[config.mk]
export PLATFORM = sky130hd
export DESIGN_NAME = gf180mcu_osu_sc_gp12t3v3__sipo_deser
export DESIGN_NICKNAME = d
export VERILOG_FILES = /design/src/rtl/gf180mcu_osu_sc_gp12t3v3__sipo_deser.sv
export SDC_FILE = /design/constraint.sdc
export NUM_CORES = 1
export LEC_CHECK = 0
export CAP_MARGIN = 10
export CORE_AREA = 2 2 47 49
export DETAILED_ROUTE_END_ITERATION = 10
export DIE_AREA = 0 0 49 51
export PLACE_DENSITY = 0.68
export REMOVE_ABC_BUFFERS = 1
export SLEW_MARGIN = 20
export SYNTH_ARGS = -nofsm -noshare
export SYNTH_HDL_FRONTEND = slang
export SYNTH_SLANG_ARGS = --single-unit
export TNS_END_PERCENT = 50
[constraint.sdc]
create_clock -name CLK -period 1.3 [get_ports CLK]
set_input_delay 0.325 -clock CLK [delete_from_list [all_inputs] [get_ports CLK]]
set_output_delay 0.325 -clock CLK [all_outputs]
set_load 0.1 [all_outputs]
[src/rtl/gf180mcu_osu_sc_gp12t3v3__sipo_deser.sv]
// Serial-in/parallel-out deserializer: WIDTH bits -> word, with one-cycle VALID strobe.
// Optional even-parity check on each completed word when GF180_SIPO_PARITY_EN is defined.
module gf180mcu_osu_sc_gp12t3v3__sipo_deser #(
    parameter int WIDTH     = 8,
    parameter bit MSB_FIRST = 1'b1
) (
    input  logic                       CLK,
    input  logic                       RN,
    input  logic                       EN,
    input  logic                       D,
    input  logic                       CLR,
`ifdef GF180_SIPO_PARITY_EN
    input  logic                       PAR,
    output logic                       PERR,
`endif
    output logic [WIDTH-1:0]           Q,
    output logic                       VALID,
    output logic [$clog2(WIDTH)-1:0]   CNT
);

    localparam int CW = $clog2(WIDTH);
    localparam logic [CW-1:0] CNT_LAST = CW'(WIDTH - 1);

    logic [WIDTH-1:0] sr_q,    sr_d;
    logic [CW-1:0]    cnt_q,   cnt_d;
    logic [WIDTH-1:0] q_q,     q_d;
    logic             valid_q, valid_d;
    logic [WIDTH-1:0] shifted;
    logic             last_bit;

    // The same shifted value serves as next SR on a middle bit and as the
    // completed word on the final bit, so {SR,D} ordering is automatic.
    always_comb begin
        shifted = '0;
        if (MSB_FIRST) begin
            shifted = {sr_q[WIDTH-2:0], D};
        end else begin
            shifted = {D, sr_q[WIDTH-1:1]};
        end
    end

    assign last_bit = (cnt_q == CNT_LAST);

    always_comb begin
        sr_d    = sr_q;
        cnt_d   = cnt_q;
        q_d     = q_q;
        valid_d = 1'b0;
        if (CLR) begin
            sr_d  = '0;
            cnt_d = '0;
        end else if (EN) begin
            if (!last_bit) begin
                sr_d  = shifted;
                cnt_d = cnt_q + CW'(1);
            end else begin
                q_d     = shifted;
                valid_d = 1'b1;
                sr_d    = '0;
                cnt_d   = '0;
            end
        end
    end

    always_ff @(posedge CLK or negedge RN) begin
        if (!RN) begin
            sr_q    <= '0;
            cnt_q   <= '0;
            q_q     <= '0;
            valid_q <= 1'b0;
        end else begin
            sr_q    <= sr_d;
            cnt_q   <= cnt_d;
            q_q     <= q_d;
            valid_q <= valid_d;
        end
    end

    assign Q     = q_q;
    assign VALID = valid_q;
    assign CNT   = cnt_q;

`ifdef GF180_SIPO_PARITY_EN
    logic perr_q, perr_d;

    // Updated only alongside a completed word; CLR leaves it alone.
    always_comb begin
        perr_d = perr_q;
        if (!CLR && EN && last_bit) begin
            perr_d = ^{shifted, PAR};
        end
    end

    always_ff @(posedge CLK or negedge RN) begin
        if (!RN) begin
            perr_q <= 1'b0;
        end else begin
            perr_q <= perr_d;
        end
    end

    assign PERR = perr_q;
`endif

endmodule

==> impl_metrics.toml <==
[outcome]
outcome = "finished, violations left"
violations = "negative setup slack"

[drt]
ant_nets = 0
drc = 0
finalWirelength_um = 1663
vias = 557
wl_per_cell_um = 14.21
vias_per_cell = 4.761
drtIter0Drc = 12
first_pass_iters = 4

[grt]
grt_first_pass_wirelength_um = 2760
busiest_layer = "met2"
use_met3 = 0.02632
use_met2 = 0.2237
grt_pass1_vias = 588
antenna_found_initial = 0
track_usage = 0.1549
gr-usage-met1 = 0.2156
grt.overflow.total = 0
grt_max_degree = 20

[setup_path]
crit_top_cell = "ha_4"
r2r_cells = 4
critPathMaxFanout = 3
rr_endpoint = "CNT[0]"
arrival_ns = 1.65
critPathLaunchType = "register"
cpPeakStageDelay_ns = 0.43
rr_startpoint = "CNT[0]"
path_buf_inv = 0
critPathRequiredTime_ns = 1.52
critPathKind = "reg -> reg"
crit_slowest_cell = "dfrtp_1"
path_cells = "ha_4 > ha_4 > or3b_4 > a21oi_2"
cp_top_family = "flip-flops"
rrSetupSlack_ns = -0.13
cp-end-kind = "register"

[timing]
setup_viol = 13
tightest_slew_ns = 0.3122
worst_clock_skew_ns = 0.001831
fmax_mhz = 697.1
hold_viol = 0
fin_crit_ns = 1.435
drv_slew = 0
max_slew_margin = 0.7916
period_share = 1.103
grt_setup_unrepaired = "yes"
setup_slack_ns = -0.1345
fin_setup_tns_ns = -0.5937

[yosys]
synth_compound_area_frac = 0.05287
synthCells = 63
syn_area_per_cell_um2 = 13.15
yosysWarnings = 0
syn_area_um2 = 828.3
synth-seq-cells = 19
yosysSeqAreaShare = 0.5740
synth_cell_types = 14
synth_xor_area_frac = 0
muxShareOfSynthArea = 0.1329
synth_top_family_by_area = "simple AND/OR/NAND/NOR gates"
synthAdderAreaFrac = 0.04532
synth-simple-area-share = 0.1677

[finish]
layout_common_cells = "dfrtp_1 (19), buf_12 (12), nand2b_1 (8), mux2_4 (8), nand3b_1 (7)"
fill_cells = 159
syn_to_final_growth_pct = 60.57
nets = 98
layout_commonest_cell = "dfrtp_1"
drive_above_1_share = 0.4719
antenna_cells = 0

[cts]
htreeDepth = 1
cts_tree = "built"
clock-sinks = 19
cts_root_buf = "clkbuf_4"
clkTransAtPathRegs_ns = 0.10
cts_max_path_buffers = 2
cts_made_buffers = 3
holdBufCountCts = 0
clkLatencyLatePin_ns = 0.29

[floorplan]
row_count = 17
die_w_um = 49
start_util = 0.4015
ios = 17
dieArea_um2 = 2499
core_region_area_um2 = 2063
die_y_um = 51

[place]
gp_congestion = 0.6374
io_buffers = 16
place_hpwl_um = 982.7

[pwr]
p_leak_nw = 0.6431
powerDensity_nw_per_um2 = 793.3
combPwrFrac = 0.147
power.share.switching = 0.2551
p_seq_frac = 0.576
power_mw = 1.055
p_int_mw = 0.7859
clkPwrFrac = 0.277
ir_worst_vdd_uv = 558.2
p_sw_mw = 0.2691

[run]
drv_cap = 0

[worst_hold_path]
hold_class = "in -> async"
[worst max-delay path by stage]
stage	slack, ns	endpoint	from	cells past startpoint
2_1_floorplan	-0.67	Q[0]	CNT[0]	4
3_3_place_gp	-0.18	Q[0]	CLR	3
3_5_place_dp	-0.20	Q[6]	CLR	3
4_1_cts	-0.06	Q[6]	CNT[1]	4
5_1_grt	-0.15	CNT[0]	CNT[0]	4
6_report	-0.13	CNT[0]	CNT[0]	4
[cells by family after synthesis]
| family | after synthesis |
|---|---|
| AO/OA/AOI/OAI | 8 |
| flip-flops | 19 |
| AND/OR/NAND/NOR | 19 |
| multiplexers | 10 |
| adder cells (fa/ha/maj) | 3 |
| buffers and inverters | 4 |
[power groups by stage]
stage / registers [mW] / logic [mW] / clock network (mW)
after global placement: 0.616 / 0.138 / 0
final: 0.607 / 0.155 / 0.293
after CTS: 0.607 / 0.151 / 0.301
after global routing: 0.609 / 0.166 / 0.325
after floorplan: 0.653 / 0.0219 / 0
after detailed placement: 0.616 / 0.139 / 0
[worst reg2reg max path, stage by stage, from the launching register on]
cell,delay (ns)
dfrtp_1,0.43
ha_4,0.19
ha_4,0.18
or3b_4,0.39
a21oi_2,0.17
[layout make-up]
| type | instances | area, um^2 | area share |
|---|---|---|---|
| multi-input combinational | 41 | 435.4 | 0.3274 |
| clock buffer | 4 | 26.28 | 0.01976 |
| tap | 28 | 35.03 | 0.02634 |
| inverter | 1 | 3.754 | 0.002822 |
| sequential | 19 | 475.5 | 0.3575 |
| timing repair buffer | 24 | 354.1 | 0.2662 |
[metal layers]
layer  wire length (um)  vias to the layer above
met4                 23                        0
li1                   -                      273
met1                791                      269
met5                  0                        -
met2                800                       13
met3                 47                        2
[metrics by stage]
stage	util	instances	hold slack (ns)	area, um^2	setup slack [ns]
after floorplan	-	60	0.02941	809.5	-0.6716
after global placement	0.5706	111	0.4959	1177	-0.1788
after detailed placement	0.5706	111	0.5152	1177	-0.2010
after CTS	0.6349	117	0.3497	1310	-0.06188
after global routing	0.6446	117	0.3767	1330	-0.1450
final	0.6446	117	0.3538	1330	-0.1345
[flip-flops by register name (all words and copies together), names as in the netlist]
| signal | cells |
|---|---|
| sr_q | 7 |
| Q | 8 |
| CNT | 3 |
| VALID | 1 |
[cell usage after synthesis]
library cell  count  area (um^2)
a21oi_1           7        35.03
a21oi_2           1        8.760
buf_4             2        15.01
clkbuf_1          1        3.750
dfrtp_1          19        475.5
ha_1              3        37.54
inv_1             1        3.750
mux2_2            8        90.09
mux2i_1           2        20.02
nand2b_1          8        50.05
nand3b_1          7        52.55
nand3b_4          1        20.02
nor2_1            2        7.510
or3b_1            1        8.760
[repair_timing]
action,CTS,global route
buffers inserted,1,0
gates resized for setup,18,6
pin swaps,4,9
setup endpoints to repair,20,21
cloned,1,0
Note: power is estimated with default switching activity, not from simulation.
